[config.mk]
export PLATFORM = sky130hd
export DESIGN_NAME = usb_device_reset_responder
export DESIGN_NICKNAME = d
export VERILOG_FILES = /design/src/rtl/usb_phy_pkg.sv /design/src/rtl/usb_linestate_filter.sv /design/src/rtl/usb_device_reset_responder.sv
export SDC_FILE = /design/constraint.sdc
export NUM_CORES = 1
export LEC_CHECK = 0
export CAP_MARGIN = 20
export CORE_MARGIN = 3
export CORE_UTILIZATION = 45
export CTS_BUF_LIST = sky130_fd_sc_hd__clkbuf_16
export CTS_CLUSTER_SIZE = 20
export DETAILED_ROUTE_END_ITERATION = 10
export DONT_BUFFER_PORTS = 1
export PLACE_DENSITY = 0.6
export SLEW_MARGIN = 20
export SYNTH_ARGS = -nofsm -noshare
export SYNTH_HDL_FRONTEND = slang
export SYNTH_HIERARCHICAL = 1
export SYNTH_SLANG_ARGS = --single-unit
export TNS_END_PERCENT = 1
[constraint.sdc]
create_clock -name clk -period 6 [get_ports clk]
set_clock_uncertainty 0.1 [all_clocks]
set_input_delay 0.9 -clock clk [delete_from_list [all_inputs] [get_ports clk]]
set_output_delay 0.9 -clock clk [all_outputs]
set_load 0.01 [all_outputs]
[src/rtl/usb_phy_pkg.sv]
// Shared UTMI/USB constants for the device reset responder and the host reset controller.
// Line-state, op_mode, transceiver/termination, speed codes and the device reset FSM states.
package usb_phy_pkg;

  localparam logic [1:0] LS_SE0 = 2'b00;
  localparam logic [1:0] LS_J   = 2'b01;
  localparam logic [1:0] LS_K   = 2'b10;
  localparam logic [1:0] LS_SE1 = 2'b11;

  localparam logic [1:0] SPD_UNKNOWN = 2'b00;
  localparam logic [1:0] SPD_FULL    = 2'b01;
  localparam logic [1:0] SPD_HIGH    = 2'b10;

  localparam logic [1:0] OP_NORMAL = 2'b00;
  localparam logic [1:0] OP_CHIRP  = 2'b10;

  localparam logic [1:0] XCVR_HS = 2'b00;
  localparam logic [1:0] XCVR_FS = 2'b01;

  localparam logic TERM_HS = 1'b0;
  localparam logic TERM_FS = 1'b1;

  // Chirp K is sent as all-zero data with bit stuffing and NRZI disabled.
  localparam logic [7:0] CHIRP_DATA = 8'h00;

  typedef enum logic [2:0] {
    ST_FS_IDLE,
    ST_DEV_CHIRP,
    ST_WAIT_HOST_K,
    ST_HOST_K,
    ST_HOST_J,
    ST_HS_IDLE,
    ST_HS_REVERT,
    ST_WAIT_RESET_END
  } dev_state_e;

  function automatic logic is_host_chirp(input dev_state_e s);
    return (s == ST_WAIT_HOST_K) || (s == ST_HOST_K) || (s == ST_HOST_J);
  endfunction

endpackage

[src/rtl/usb_linestate_filter.sv]
// Stable-run counter on UTMI line_state: strobes qual_k/qual_j/qual_se0 once when
// the same value has been sampled N consecutive cycles. clr restarts the run.
module usb_linestate_filter
  import usb_phy_pkg::*;
#(
  parameter int unsigned N = 150
) (
  input  logic       clk,
  input  logic       rst_n,
  input  logic       clr,
  input  logic [1:0] line_state,
  output logic       qual_k,
  output logic       qual_j,
  output logic       qual_se0
);

  localparam logic [31:0] N_C = 32'(N);

  logic [31:0] cnt_q, cnt_d;
  logic [1:0]  prev_q, prev_d;
  logic        same, hit;

  always_comb begin
    same   = (line_state == prev_q);
    prev_d = line_state;
    if (clr)              cnt_d = '0;
    else if (!same)       cnt_d = 32'd1;
    else if (cnt_q == N_C) cnt_d = cnt_q;
    else                  cnt_d = cnt_q + 32'd1;
    // Saturated runs must not re-strobe every cycle.
    hit      = !clr && (cnt_d == N_C) && !(same && (cnt_q == N_C));
    qual_k   = hit && (line_state == LS_K);
    qual_j   = hit && (line_state == LS_J);
    qual_se0 = hit && (line_state == LS_SE0);
  end

  always_ff @(posedge clk or negedge rst_n) begin
    if (!rst_n) begin
      cnt_q  <= '0;
      prev_q <= LS_J;
    end else begin
      cnt_q  <= cnt_d;
      prev_q <= prev_d;
    end
  end

endmodule

[src/rtl/usb_device_reset_responder.sv]
// Device-side USB bus reset detector and HS chirp handshake responder on a UTMI PHY.
// Owns op_mode/xcvr_select/term_select; reports the negotiated speed to the link layer.
module usb_device_reset_responder
  import usb_phy_pkg::*;
#(
  parameter int unsigned RESET_DETECT_CYCLES   = 150,
  parameter int unsigned HS_IDLE_REVERT_CYCLES = 180000,
  parameter int unsigned REVERT_SAMPLE_CYCLES  = 100,
  parameter int unsigned DEV_CHIRP_CYCLES      = 120000,
  parameter int unsigned HOST_CHIRP_MIN_CYCLES = 150,
  parameter int unsigned CHIRP_PAIRS           = 3,
  parameter int unsigned HS_DETECT_TIMEOUT     = 120000
) (
  input  logic       clk,
  input  logic       rst_n,
  input  logic       hs_capable,
  input  logic [1:0] phy_line_state,
  input  logic       utmi_tx_ready,
  output logic       bus_reset,
  output logic       reset_active,
  output logic       suspend_detect,
  output logic [1:0] detected_speed,
  output logic [1:0] phy_op_mode,
  output logic [1:0] phy_xcvr_select,
  output logic       phy_term_select,
  output logic [7:0] utmi_tx_data,
  output logic       utmi_tx_valid
);

  localparam logic [31:0] REVERT_C  = 32'(HS_IDLE_REVERT_CYCLES);
  localparam logic [31:0] SAMPLE_C  = 32'(REVERT_SAMPLE_CYCLES);
  localparam logic [31:0] DEVCHIRP_C = 32'(DEV_CHIRP_CYCLES);
  localparam logic [31:0] TIMEOUT_C = 32'(HS_DETECT_TIMEOUT);
  localparam logic [7:0]  PAIRS_C   = 8'(CHIRP_PAIRS);

  dev_state_e  state_q, state_d;
  logic [31:0] timer_q, timer_d;
  logic [7:0]  pair_q, pair_d;
  logic        started_q, started_d;
  logic [1:0]  speed_q, speed_d;
  logic        rst_act_q, rst_act_d;
  logic        bus_rst_q, bus_rst_d;
  logic        susp_q, susp_d;

  logic       se0_qual, chirp_k, chirp_j;
  logic [2:0] unused_filt;

  usb_linestate_filter #(.N(RESET_DETECT_CYCLES)) u_rst_filt (
    .clk        (clk),
    .rst_n      (rst_n),
    .clr        (state_q != ST_FS_IDLE),
    .line_state (phy_line_state),
    .qual_k     (unused_filt[0]),
    .qual_j     (unused_filt[1]),
    .qual_se0   (se0_qual)
  );

  usb_linestate_filter #(.N(HOST_CHIRP_MIN_CYCLES)) u_chirp_filt (
    .clk        (clk),
    .rst_n      (rst_n),
    .clr        (!is_host_chirp(state_q)),
    .line_state (phy_line_state),
    .qual_k     (chirp_k),
    .qual_j     (chirp_j),
    .qual_se0   (unused_filt[2])
  );

  always_comb begin
    state_d   = state_q;
    timer_d   = timer_q + 32'd1;
    pair_d    = pair_q;
    started_d = started_q;
    speed_d   = speed_q;
    rst_act_d = rst_act_q;
    bus_rst_d = 1'b0;
    susp_d    = 1'b0;

    case (state_q)
      ST_FS_IDLE: begin
        if (se0_qual) begin
          bus_rst_d = 1'b1;
          rst_act_d = 1'b1;
          state_d   = hs_capable ? ST_DEV_CHIRP : ST_WAIT_RESET_END;
        end
      end
      ST_DEV_CHIRP: begin
        // Chirp duration is measured from the first cycle the PHY takes data.
        started_d = started_q | utmi_tx_ready;
        timer_d   = started_d ? timer_q + 32'd1 : '0;
        if (timer_d == DEVCHIRP_C) state_d = ST_WAIT_HOST_K;
      end
      ST_WAIT_HOST_K, ST_HOST_K, ST_HOST_J: begin
        if (chirp_k) begin
          state_d = ST_HOST_K;
        end else if (chirp_j && (state_q == ST_HOST_K)) begin
          pair_d  = pair_q + 8'd1;
          state_d = (pair_d == PAIRS_C) ? ST_HS_IDLE : ST_HOST_J;
        end
        if ((state_d != ST_HS_IDLE) && (timer_d == TIMEOUT_C)) state_d = ST_WAIT_RESET_END;
        if (state_d == ST_HS_IDLE) begin
          speed_d   = SPD_HIGH;
          rst_act_d = 1'b0;
        end
      end
      ST_HS_IDLE: begin
        timer_d = (phy_line_state == LS_SE0) ? timer_q + 32'd1 : '0;
        if (timer_d == REVERT_C) state_d = ST_HS_REVERT;
      end
      ST_HS_REVERT: begin
        if (timer_d >= SAMPLE_C) begin
          if (phy_line_state == LS_SE0) begin
            bus_rst_d = 1'b1;
            rst_act_d = 1'b1;
            state_d   = hs_capable ? ST_DEV_CHIRP : ST_WAIT_RESET_END;
          end else if (phy_line_state == LS_J) begin
            susp_d  = 1'b1;
            state_d = ST_FS_IDLE;
          end
        end
      end
      ST_WAIT_RESET_END: begin
        if (phy_line_state == LS_J) begin
          speed_d   = SPD_FULL;
          rst_act_d = 1'b0;
          state_d   = ST_FS_IDLE;
        end
      end
      default: state_d = ST_FS_IDLE;
    endcase

    // The HS detect timeout spans all three host-chirp states.
    if ((state_d != state_q) && !(is_host_chirp(state_q) && is_host_chirp(state_d)))
      timer_d = '0;
    if ((state_d == ST_DEV_CHIRP) && (state_q != ST_DEV_CHIRP)) begin
      pair_d    = '0;
      started_d = 1'b0;
    end
  end

  always_ff @(posedge clk or negedge rst_n) begin
    if (!rst_n) begin
      state_q   <= ST_FS_IDLE;
      timer_q   <= '0;
      pair_q    <= '0;
      started_q <= 1'b0;
      speed_q   <= SPD_UNKNOWN;
      rst_act_q <= 1'b0;
      bus_rst_q <= 1'b0;
      susp_q    <= 1'b0;
    end else begin
      state_q   <= state_d;
      timer_q   <= timer_d;
      pair_q    <= pair_d;
      started_q <= started_d;
      speed_q   <= speed_d;
      rst_act_q <= rst_act_d;
      bus_rst_q <= bus_rst_d;
      susp_q    <= susp_d;
    end
  end

  always_comb begin
    phy_op_mode     = OP_NORMAL;
    phy_xcvr_select = XCVR_FS;
    phy_term_select = TERM_FS;
    utmi_tx_valid   = 1'b0;
    case (state_q)
      ST_DEV_CHIRP: begin
        phy_op_mode     = OP_CHIRP;
        phy_xcvr_select = XCVR_HS;
        utmi_tx_valid   = 1'b1;
      end
      ST_WAIT_HOST_K, ST_HOST_K, ST_HOST_J: begin
        phy_op_mode     = OP_CHIRP;
        phy_xcvr_select = XCVR_HS;
      end
      ST_HS_IDLE: begin
        phy_xcvr_select = XCVR_HS;
        phy_term_select = TERM_HS;
      end
      default: ;
    endcase
  end

  assign utmi_tx_data   = CHIRP_DATA;
  assign bus_reset      = bus_rst_q;
  assign reset_active   = rst_act_q;
  assign suspend_detect = susp_q;
  assign detected_speed = speed_q;

endmodule

### After elaboration in Yosys (flattened, before gate mapping)

Cells that the tools add are included.
W data, S select, Z words.

* add/sub/neg operators: 4
* order comparisons: 1
* equal/unequal tests: 32
* mux-type cells: 51
* bitwise logic cells: 1
* reduce and logical (&&, ||, !) cells: 36

Operators with widths (number)
* $mux W32: 9
* $eq A32 B8 Y1 const B: 4
* $add A32 B1 Y32 const B: 3
* $eq A32 B17 Y1 const B: 2
* $pmux W32 S2: 1
* $mux W3: 12
* $eq A32 B18 Y1 const B: 1
* $ge A32 B7 Y1 const B: 1
* $mux W8: 4
* $eq A3 B3 Y1 const B: 6
* $mux W1: 18
* $pmux W3 S6: 1
* $logic_and A1 B1 Y1: 14
* $eq A3 B2 Y1 const B: 4
* $ne A2 B2 Y1 const B: 5
* $add A8 B1 Y8 const B: 1
* $eq A8 B2 Y1 const B: 1
* $reduce_bool A2 Y1: 4
* $eq A3 B1 Y1 const B: 2
* $mux W2: 3
* $reduce_and A3 Y1: 2
* $reduce_and A6 Y1: 1
* $reduce_or A5 Y1: 1
* $logic_not A1 Y1: 4
* 18 further kinds: 21

* register bits after elaboration: 115
* input bits: 6
* output and inout bits: 19
* logic and storage cells: 136

### Depth between registers and ports, before layout

Gate-level depths: netlist of the first run.

* depth after elaboration: 24
* gate-level depth with buffers: 22
* gate-level depth less buffers: 20

### Cells and area by module

Netlist of the first run, hierarchy kept.

By module, submodules not included
* usb_device_reset_responder: instances 1, cells an instance 417, area each 3671.0 um2, seq. area each 1226.2 um2
* usb_linestate_filter (u_chirp_filt): instances 1, cells an instance 257, area each 2280.9 um2, seq. area each 852.1 um2
* usb_linestate_filter (u_rst_filt): instances 1, cells an instance 237, area each 2140.8 um2, seq. area each 852.1 um2

### Least setup slack after synthesis of the first run

OpenSTA, ideal clock, no wires.

* path kind: input to register
* start: input phy_line_state[1]
* end: register pair_q[0]
* library setup time: 137 ps
* arrival: 4350 ps
* required time: 5763 ps
* setup slack: 1413 ps
* stages: 18
* buffers on the path: 2
* cells stage by stage: xor2_1 > or3_1 > clkbuf_1 > nor2_1 > nand4_1 > nor4_1 > nand4_1 > nor4_1 > inv_1 > nor2_1 > and3_1 > clkbuf_1 > and2_1 > o21ai_0 > a211o_1 > a21boi_2 > nor4b_4 > nor2_1

* cells in the longest elaborated chain, start to end: 20
* elaborated cells on any way between the ends: 44
* those cells by class: eq/ne: 9; mux: 17; reduce/logical: 18

RTL lines
* start, declared: RTL line usb_device_reset_responder.sv:17 `input logic [1:0] phy_line_state,`
* $eq A2 B2 Y1 (*): RTL line usb_linestate_filter.sv:24 `same = (line_state == prev_q);`
* $mux W32 (*): RTL line usb_linestate_filter.sv:27 `else if (!same) cnt_d = 32'd1;`
* $mux W32 (*): RTL line usb_linestate_filter.sv:26 `if (clr) cnt_d = '0;`
* net u_chirp_filt.cnt_d[4]: RTL line usb_linestate_filter.sv:19 `logic [31:0] cnt_q, cnt_d;`
* $eq A32 B8 Y1 (*): RTL line usb_linestate_filter.sv:31 `hit = !clr && (cnt_d == N_C) && !(same && (cnt_q == N_C));`
* $logic_and A1 B1 Y1 (*) (2 in a row): RTL line usb_linestate_filter.sv:31
* $logic_and A1 B1 Y1 (*): RTL line usb_linestate_filter.sv:33 `qual_j = hit && (line_state == LS_J);`
* net chirp_j: RTL line usb_device_reset_responder.sv:45 `logic se0_qual, chirp_k, chirp_j;`
* [6 not listed]
* $mux W3 (*): RTL line usb_device_reset_responder.sv:99 `if ((state_d != ST_HS_IDLE) && (timer_d == TIMEOUT_C)) state_d = ST_WAIT_RESET_END;`
* $mux W3 (*): RTL line usb_device_reset_responder.sv:78 `case (state_q)`
* $pmux W3 S6 (*): RTL line usb_device_reset_responder.sv:78
* net state_d[1]: RTL line usb_device_reset_responder.sv:36 `dev_state_e state_q, state_d;`
* $eq A3 B1 Y1 (*): RTL line usb_device_reset_responder.sv:134 `if ((state_d == ST_DEV_CHIRP) && (state_q != ST_DEV_CHIRP)) begin`
* $logic_and A1 B1 Y1 (*): RTL line usb_device_reset_responder.sv:134
* $ne A2 B1 Y1 (no line) or $reduce_bool A2 Y1 (tied branches)
* $reduce_and A3 Y1 (no line)
* end signal, assigned: RTL line usb_device_reset_responder.sv:153 `pair_q <= pair_d;`
* end, declared: RTL line usb_device_reset_responder.sv:38 `logic [7:0] pair_q, pair_d;`

The timed path passes the listed nets; every way through them passes the cells marked *. The select of a mux whose other input is x is not followed.
A chain may end at the register's enable or synchronous reset.

### Worst setup path after layout of the first run

* start: register state_q[1]
* end: register timer_q[3]

* elaborated cells on any way between the ends: 50
* those cells by class: eq/ne: 14; mux: 16; reduce/logical: 20

RTL lines
* start, declared: RTL line usb_device_reset_responder.sv:36
* start signal, assigned: RTL line usb_device_reset_responder.sv:151 `state_q <= state_d;`
* $eq A3 B2 Y1: RTL line usb_phy_pkg.sv:38 `return (s == ST_WAIT_HOST_K) || (s == ST_HOST_K) || (s == ST_HOST_J);`
* $logic_or A1 B1 Y1: RTL line usb_phy_pkg.sv:38
* $logic_or A1 B1 Y1 (*): RTL line usb_phy_pkg.sv:38
* $mux W32 (*): RTL line usb_linestate_filter.sv:26
* net u_chirp_filt.cnt_d[4]: RTL line usb_linestate_filter.sv:19
* $eq A32 B8 Y1 (*): RTL line usb_linestate_filter.sv:31
* $logic_and A1 B1 Y1 (*) (2 in a row): RTL line usb_linestate_filter.sv:31
* $logic_and A1 B1 Y1 (*): RTL line usb_linestate_filter.sv:32 `qual_k = hit && (line_state == LS_K);`
* net chirp_k: RTL line usb_device_reset_responder.sv:45
* [7 not listed]
* net state_d[2]: RTL line usb_device_reset_responder.sv:36
* $eq A3 B2 Y1: RTL line usb_phy_pkg.sv:38
* $logic_or A1 B1 Y1 (2 in a row): RTL line usb_phy_pkg.sv:38
* $logic_and A1 B1 Y1: RTL line usb_device_reset_responder.sv:132 `if ((state_d != state_q) && !(is_host_chirp(state_q) && is_host_chirp(state_d)))`
* $logic_not A1 Y1: RTL line usb_device_reset_responder.sv:132
* $logic_and A1 B1 Y1 (*): RTL line usb_device_reset_responder.sv:132
* $mux W32 (*): RTL line usb_device_reset_responder.sv:132
* net timer_d[3]: RTL line usb_device_reset_responder.sv:37 `logic [31:0] timer_q, timer_d;`
* end signal, assigned: RTL line usb_device_reset_responder.sv:152 `timer_q <= timer_d;`
* end, declared: RTL line usb_device_reset_responder.sv:37

Marks and branches as above.

==> results of run 1 <==
[layer usage]
metal / global-route usage / up-vias / share of wire
li1: - / 3213 / -
met1: 0.303 / 3234 / 0.49
met2: 0.297 / 194 / 0.44
met3: 0.0419 / 25 / 0.053
met4: 0.0607 / 0 / 0.013
met5: 0 / - / 0
[metrics by stage]
step | utilization | total power, µW
floorplan | - | 844
global placement | 0.461 | 848
detailed placement | 0.461 | 847
CTS | 0.500 | 2040
global route | 0.501 | 2080
finish | 0.501 | 2010
[final cells by class]
| class | count | area (µm²) | area share |
|---|---|---|---|
| Multi-Input combinational cell | 703 | 4680 | 0.536 |
| Sequential cell | 117 | 2930 | 0.336 |
| Clock buffer | 17 | 425 | 0.0487 |
| Tap cell | 225 | 282 | 0.0322 |
| Clock inverter | 15 | 251 | 0.0288 |
| Inverter | 29 | 109 | 0.0125 |
| Timing Repair Buffer | 5 | 57.6 | 0.00659 |
[final timing paths]
path / to / slack [ns] / cells past startpoint
hold reg to reg: timer_q[0] / 0.41 / 1
max in group asynchronous: u_rst_filt/prev_q[0] / 5.48 / 0
setup / recovery: timer_q[3] / 0.68 / 18
min in group clk: u_chirp_filt/prev_q[0] / 0.38 / 0
hold / removal: u_rst_filt/cnt_q[14] / 0.08 / 0
setup reg to reg: timer_q[3] / 0.68 / 18
[sequential cells by signal, summed over array words and instances, names as in the netlist]
signal	cells
detected_speed	2
state_q	3
u_rst_filt/prev_q	2
timer_q	32
u_chirp_filt/prev_q	2
u_rst_filt/cnt_q	32
started_q	1
pair_q	8
reset_active	1
suspend_detect	1
u_chirp_filt/cnt_q	32
bus_reset	1
[critical path, delay by kind of cell (launching register included)]
family	cells	cell delay [ns]
buffers and inverters	3	0.59
and+or+nand+nor	9	2.38
DFF	1	0.47
AOI/OAI and AO/OA	6	1.61
[cell usage in the layout (no fill, tap or decap), drive strengths merged, types with 8 or more instances in the layout]
cell / instances
clkbuf: 17
a21oi: 59
o31ai: 8
a31oi: 8
nor2: 107
or4: 15
nor4: 34
o21ai: 19
nand2: 68
xnor2: 49
nand4: 44
and3: 19
xor2: 50
dfrtp: 115
and4: 15
nor3: 34
conb: 10
or3: 8
nand3: 47
inv: 32
[power groups by stage]
stage / Sequential [µW] / Combinational [µW] / Clock, µW
after global routing: 798 / 40.6 / 1240
after CTS: 798 / 36.1 / 1210
after global placement: 812 / 35.8 / 0
after floorplan: 810 / 34.3 / 0
final: 798 / 36.4 / 1180
after detailed placement: 812 / 35.8 / 0
==> impl_metrics.tcl, run 1 <==
set metrics [dict create \
    fin_nets 886 \
    first_iter_violations 649 \
    initial_utilization 0.462 \
    postSynthCellCount 905 \
    worst_slack_ns 0.680 \
    numCtsBuffers 17 \
    r2r-start "state_q[1]" \
    drive_above_1_share 0.111 \
    status "finished clean" \
    crit_slowest_cell "or3_1" \
    cts_hold_buf 0 \
    antenna_found_initial 0 \
    vias 6666 \
    synthToLayoutAreaGrowth_pct 8.47 \
    required_ns 6.19 \
    dp_slack_ns 0.658 \
    cts-resized-gates 0 \
    cts_tree "yes" \
    ant_nets 0 \
    crit_path_max_incr_delay_ns 0.64 \
    numPortBuffers 0 \
    filler_cell_count 1653 \
    crit_arrival_ns 5.51 \
    seqPwrFrac 0.396 \
    root_buffer "clkbuf_16" \
    cts_htree_levels 4 \
    viasPerCell 6.00 \
    power_density_nw_per_um2 231 \
    critPathLaunchType "flop" \
    cts.path.max_buffers 2 \
    avgSynthCellArea_um2 8.89 \
    gp_congestion 0.889 \
    dpl-instance-area_um2 8030 \
    crit_fanout 27 \
    fin_cells 1111 \
    swShare 0.211 \
    pin_count 25 \
    netlist_area_um2 8050 \
    wl_per_cell_um 17.4 \
    setup_viol 0 \
    fin_area_um2 8730 \
    p_leak_uw 0.00345 \
    die-area_um2 19500 \
    die_w_um 140 \
    rows 48 \
    die_y_um 140 \
    crit_start "state_q[1]" \
    intPower_uw 1590 \
    worstSetupEndpointType "flop" \
    clk_latency_ns 0.43 \
    worstMarginPinSlew_ns 1.02 \
    grt_pass1_wl_um 32600 \
    peakVddDrop_mv 0.208 \
    slew_headroom 0.300 \
    drc 0 \
    grt_pass1_vias 6228 \
    crit_type "flop to flop" \
    finalHoldViolCount 0 \
    firstDrtPassIters 7 \
    place_inst 1078 \
    ys_warn_count 6 \
    n_antenna_cell 0 \
    hpwl_um 13400 \
    fin_crit_ns 5.32 \
    path_cells "inv_1 -> nor2_1 -> a21o_1 -> inv_1 -> or3_1 -> nor2_1 -> nand4_1 -> nor4_1 -> nand4_1 -> nor4_1 -> nor2_1 -> and3_1 -> a2111o_1 -> a21o_1 -> a211o_1 -> o211ai_4 -> buf_4 -> a21oi_2" \
    cpMostUsedCell "nor2_1" \
    grt_max_degree 118 \
    maxCapViolCount 0 \
    setup_tns_ns 0 \
    track_usage 0.203 \
    rsz0062_at_grt "false" \
    p_comb_frac 0.018 \
    hp-class "primary input to asynchronous set/reset pin" \
    pwr-share-clk 0.586 \
    cts.reportedPaths.clkPinSlew_ns 0.06 \
    grt-ovfl-total 0 \
    switchingPower_uw 425 \
    fmax_mhz 188 \
    core_region_area_um2 17400 \
    finalCritPeriodShare 0.887 \
    drt_wl_total_um 19400 \
    cts.sinks 117 \
    fin_worst_hold_slack_ns 0.0774 \
    cts_setup_buffers 0 \
    slew_violations 0 \
]
Note: power is estimated with default switching activity, not from simulation.
==> run 2, diff against run 1 <==
--- a/config.mk
+++ b/config.mk
@@ -6,13 +6,15 @@
 export NUM_CORES = 1
 export LEC_CHECK = 0
 export CAP_MARGIN = 20
+export CELL_PAD_IN_SITES_DETAIL_PLACEMENT = 0
+export CELL_PAD_IN_SITES_GLOBAL_PLACEMENT = 2
 export CORE_MARGIN = 3
-export CORE_UTILIZATION = 45
+export CORE_UTILIZATION = 41
 export CTS_BUF_LIST = sky130_fd_sc_hd__clkbuf_16
 export CTS_CLUSTER_SIZE = 20
 export DETAILED_ROUTE_END_ITERATION = 10
 export DONT_BUFFER_PORTS = 1
-export PLACE_DENSITY = 0.6
+export PLACE_DENSITY = 0.81
 export SLEW_MARGIN = 20
 export SYNTH_ARGS = -nofsm -noshare
 export SYNTH_HDL_FRONTEND = slang
==> run 2 against run 1 <==
Effect of this change:
- cell area decreased by 0.34%
- die area increased by 9.3%
- first-iteration DRC count decreased by 22%
- global-route usage decreased by 0.67 points
- combinational power increased by 2%
- critical path type unchanged
- critical endpoint is now timer_q[20]
- largest cell class unchanged
==> impl_metrics.tcl, run 2 (synthesis gave the netlist of run 1 again) <==
set metrics [dict create \
    first_iter_violations 503 \
    grt_pass1_vias 6489 \
    grt_pass1_wl_um 34500 \
    peakVddDrop_mv 0.166 \
    die_y_um 146 \
    track_usage 0.196 \
    fin_crit_ns 5.45 \
    cts_hold_buf 0 \
    power_density_nw_per_um2 216 \
    synthToLayoutAreaGrowth_pct 8.10 \
    crit_type "flop to flop" \
    drive_above_1_share 0.107 \
    gp_congestion 0.868 \
    r2r_cells 17 \
    critPathLaunchType "flop" \
    maxCapViolCount 0 \
    n_antenna_cell 0 \
    final_common_cell "dfrtp_1" \
    cts_tree "yes" \
    fin_nets 888 \
    worstSetupEndpointType "flop" \
    crit_fanout 18 \
    die_w_um 146 \
    numPortBuffers 0 \
    grtUsageMet1 0.273 \
    wl_per_cell_um 17.9 \
    required_ns 6.17 \
    finalCritPeriodShare 0.909 \
    vias 6697 \
    gr-usage-met3 0.0431 \
    rows 50 \
    die-area_um2 21300 \
    core_region_area_um2 19000 \
    setup_tns_ns 0 \
    grt_busiest_layer "met2" \
    power_uw 1880 \
    grt-ovfl-total 0 \
    p_leak_uw 0.00344 \
    finalHoldViolCount 0 \
    rsz0062_at_grt "false" \
    drc 0 \
    slew_violations 0 \
    cts.reportedPaths.clkPinSlew_ns 0.06 \
    hpwl_um 14700 \
    ant_nets 0 \
    numCtsBuffers 17 \
    final_core_util 0.458 \
    drt_wl_total_um 20500 \
    worstMarginPinSlew_ns 0.832 \
    status "finished clean" \
    use_met2 0.313 \
    root_buffer "clkbuf_16" \
    cts_htree_levels 4 \
    crit_arrival_ns 5.63 \
    hp-class "primary input to asynchronous set/reset pin" \
    cts.path.max_buffers 2 \
    initial_utilization 0.423 \
    clk_latency_ns 0.41 \
    fmax_mhz 183 \
    setup_viol 0 \
    mostFrequentLayoutCells "115 x dfrtp_1, 107 x nor2_1, 68 x nand2_1, 50 x xor2_1, 49 x xnor2_1" \
    grt_max_degree 118 \
    pin_count 25 \
    cts-resized-gates 0 \
    antenna_found_initial 0 \
    slew_headroom 0.441 \
    firstDrtPassIters 5 \
    cts.sinks 117 \
    top_regs "timer_q x32, u_chirp_filt/cnt_q x32, u_rst_filt/cnt_q x32" \
    viasPerCell 5.84 \
]
run 2: cell types whose count changed in the layout (fill, tap and decap cells not counted):
| cell | change |
|---|---|
| buf_4 | +2 |
| bufinv_16 | -2 |
| clkinv_1 | +1 |
| clkinv_2 | +3 |
| clkinv_4 | -2 |
| clkinvlp_4 | -1 |
| inv_1 | +3 |
| inv_6 | -3 |
| o21ai_2 | +1 |
| o21ai_4 | -1 |
run 2: stage by stage:
stage	hold WS, ns	cells	setup WS, ns	cell area [µm²]
after floorplan	0.372	914	1.47	8080
after global placement	0.397	1114	0.346	8070
after detailed placement	0.405	1115	0.375	8100
after CTS	0.0617	1146	0.356	8690
after global routing	0.0595	1147	0.110	8700
final	0.0789	1147	0.547	8700
run 2: final timing paths:
kind | startpoint | to | slack, ns
worst max-delay path | state_q[0] | timer_q[20] | 0.55
worst min-delay path | rst_n | timer_q[27] | 0.08
worst max register to register | state_q[0] | timer_q[20] | 0.55
worst min register to register | timer_q[0] | timer_q[0] | 0.42
max in group asynchronous | rst_n | u_rst_filt/prev_q[0] | 5.42
min in group clk | phy_line_state[0] | u_chirp_filt/prev_q[0] | 0.39
run 2: timing repair:
action	4_1_cts	5_1_grt
buffers inserted	0	1
endpoints found under the hold margin	0	0
endpoints found under the setup margin	0	9
run 2: worst max-delay path, stage by stage, from the launching register on:
cell and delay (ns):
dfrtp_1 0.54, nor2_1 0.21, a21o_1 0.19, inv_1 0.14, or3_1 0.64, nor2_1 0.23, nand4_1 0.14, nor4_1 0.28
nand4_1 0.18, nor4_1 0.57, nor2_1 0.15, and3_1 0.33, a2111o_1 0.44, a21o_1 0.21, a211o_1 0.34, o211ai_4 0.30
buf_16 0.24, a21oi_1 0.09
run 2: per-layer routing:
layer  vias up  part of all wire
met5         -                 0
met4         0            0.0080
met3        14             0.043
met2       146              0.48
met1      3320              0.47
li1       3217                 -
run 2: area by class of cell:
cell class / count / area [µm²]
fillers: 1899 / 10300
multi-input cells: 703 / 4670
flip-flops and latches: 117 / 2930
clock buffers: 17 / 425
well taps: 260 / 325
clock inverters: 14 / 170
inverters: 29 / 109
repair buffers: 7 / 72.6
run 2: power breakdown:
part	internal (µW)	leakage, µW	switching (µW)	total (µW)
Clock	682	0.000300	362	1040
Sequential	794	0.00159	4.07	798
Combinational	12.0	0.00155	25.0	37.0
==> run 3, diff against run 2 <==
--- a/config.mk
+++ b/config.mk
@@ -8,13 +8,13 @@
 export CAP_MARGIN = 20
 export CELL_PAD_IN_SITES_DETAIL_PLACEMENT = 0
 export CELL_PAD_IN_SITES_GLOBAL_PLACEMENT = 2
-export CORE_MARGIN = 3
+export CORE_MARGIN = 4
 export CORE_UTILIZATION = 41
 export CTS_BUF_LIST = sky130_fd_sc_hd__clkbuf_16
 export CTS_CLUSTER_SIZE = 20
 export DETAILED_ROUTE_END_ITERATION = 10
 export DONT_BUFFER_PORTS = 1
-export PLACE_DENSITY = 0.81
+export PLACE_DENSITY_LB_ADDON = 0.15
 export SLEW_MARGIN = 20
 export SYNTH_ARGS = -nofsm -noshare
 export SYNTH_HDL_FRONTEND = slang
==> run 3 against run 2 <==
Effect of this change:
- critical path depth rose by 3
- die area rose by 2.8%
- non-clock buffer count rose by 1
- final cell count rose by 0.17%
- register-to-register slack improved by 0.12 ns
- first-iteration DRC count fell by 17%
- clock-buffer cell count did not move
- core utilization fell by 0.18 points
- via count rose by 0.36%
- sequential power barely moved
- critical path type unchanged
- largest power group unchanged
==> impl_metrics.tcl, run 3 (synthesis gave the netlist of run 1 again) <==
set metrics [dict create \
    viasPerCell 5.85 \
    multi_input_area_um2 4680 \
    track_usage 0.199 \
    slew_headroom 0.429 \
    numCtsBuffers 17 \
    initial_utilization 0.423 \
    setup_viol 0 \
    core_region_area_um2 19000 \
    pin_count 25 \
    drive_above_1_share 0.108 \
    status "finished clean" \
    filler_cell_count 1893 \
    final_common_cell "dfrtp_1" \
    wl_per_cell_um 18.3 \
    grt_max_degree 118 \
    firstDrtPassIters 4 \
    fin_crit_ns 5.33 \
    gr-usage-met3 0.0381 \
    mostFrequentLayoutCells "115 x dfrtp_1, 107 x nor2_1, 68 x nand2_1, 50 x xor2_1, 49 x xnor2_1" \
    slew_violations 0 \
    fin_nets 889 \
    crit_type "flop to flop" \
    cts_htree_levels 4 \
    critPathLaunchType "flop" \
    seq_area_um2 2930 \
    maxCapViolCount 0 \
    ant_nets 0 \
    peakVddDrop_mv 0.165 \
    setup_tns_ns 0 \
    grt_pass1_wl_um 35500 \
    drt_wl_total_um 21100 \
    worstSetupEndpointType "flop" \
    die_y_um 148 \
    rows 50 \
    worstMarginPinSlew_ns 0.836 \
    first_iter_violations 420 \
    use_met2 0.309 \
    root_buffer "clkbuf_16" \
    cts.sinks 117 \
    finalHoldViolCount 0 \
    cts.path.max_buffers 2 \
    worst_slack_ns 0.669 \
    fin_worst_hold_slack_ns 0.0921 \
    cts_tree "yes" \
    required_ns 6.21 \
    hpwl_um 14800 \
    crit_slowest_cell "or3_2" \
    die-area_um2 21900 \
    grtUsageMet1 0.284 \
    grt_pass1_vias 6645 \
    hp-class "primary input to asynchronous set/reset pin" \
    antenna_found_initial 0 \
    path_cells "inv_1 -> nor2_1 -> a21o_1 -> inv_1 -> or3_2 -> nor2_1 -> nand4_1 -> nor4_1 -> nand4_1 -> nor4_1 -> inv_1 -> nor2_1 -> and3_1 -> and2_1 -> o21ai_0 -> a211o_1 -> a21oi_1 -> o21ai_4 -> buf_16 -> a211oi_1" \
    grt_busiest_layer "met2" \
    crit_fanout 22 \
    vias 6721 \
    p_leak_uw 0.00342 \
    crit_arrival_ns 5.54 \
    cts.reportedPaths.clkPinSlew_ns 0.06 \
    crit_path_max_incr_delay_ns 0.70 \
    top_regs "timer_q x32, u_chirp_filt/cnt_q x32, u_rst_filt/cnt_q x32" \
    die_w_um 148 \
    drc 0 \
    dp_slack_ns 0.578 \
    grt-ovfl-total 0 \
    rrSetupSlack_ns 0.67 \
    fmax_mhz 188 \
    rsz0062_at_grt "false" \
    gp_congestion 0.867 \
    n_antenna_cell 0 \
    power_density_nw_per_um2 203 \
    synthToLayoutAreaGrowth_pct 7.68 \
    numPortBuffers 0 \
    clk_latency_ns 0.42 \
    finalCritPeriodShare 0.889 \
]
[run 3: area by class of cell]
class	count	area share
clock buffer	17	0.0491
tap	260	0.0375
sequential	117	0.338
timing repair buffer	8	0.0115
multi-input combinational	703	0.540
clock inverter	15	0.0115
inverter	29	0.0126
[run 3: final timing paths]
| kind | from | cells past startpoint | to |
|---|---|---|---|
| setup / recovery | state_q[1] | 20 | timer_q[4] |
| hold / removal | rst_n | 0 | timer_q[17] |
| setup reg to reg | state_q[1] | 20 | timer_q[4] |
| hold reg to reg | timer_q[0] | 1 | timer_q[0] |
| max in group asynchronous | rst_n | 0 | u_rst_filt/prev_q[0] |
| min in group clk | phy_line_state[0] | 0 | u_chirp_filt/prev_q[0] |
[run 3: worst max-delay path, delay by kind of cell (launching register included)]
family,cells,cell delay (ns)
AOI/OAI and AO/OA,6,1.27
buffers and inverters,4,0.59
DFF,1,0.46
and+or+nand+nor,10,2.78
[run 3: per-stage QoR]
step                instance area, µm²   util  cells  power (µW)
floorplan                         8080      -    914         844
global placement                  8080  0.425   1114         848
detailed placement                8110  0.426   1115         848
CTS                               8630  0.454   1147        1780
global route                      8670  0.456   1149        1820
finish                            8670  0.456   1149        1760
[run 3: power by group]
part / switching, µW / leakage, µW / internal (µW) / total, µW
combinational: 25.4 / 0.00157 / 12.4 / 37.8
sequential: 4.16 / 0.00159 / 794 / 798
clock: 369 / 0.000261 / 555 / 923
[run 3: what timing repair did]
item / 4_1_cts / 5_1_grt
setup buffers: 0 / 1
gates resized for setup: 0 / 1
setup endpoints to repair: 0 / 10
hold buffers: 0 / 0
[run 3: routing by layer]
layer | wire (µm) | share of wire
met4 | 348 | 0.017
met5 | 0 | 0
met1 | 10100 | 0.48
met3 | 895 | 0.042
met2 | 9710 | 0.46
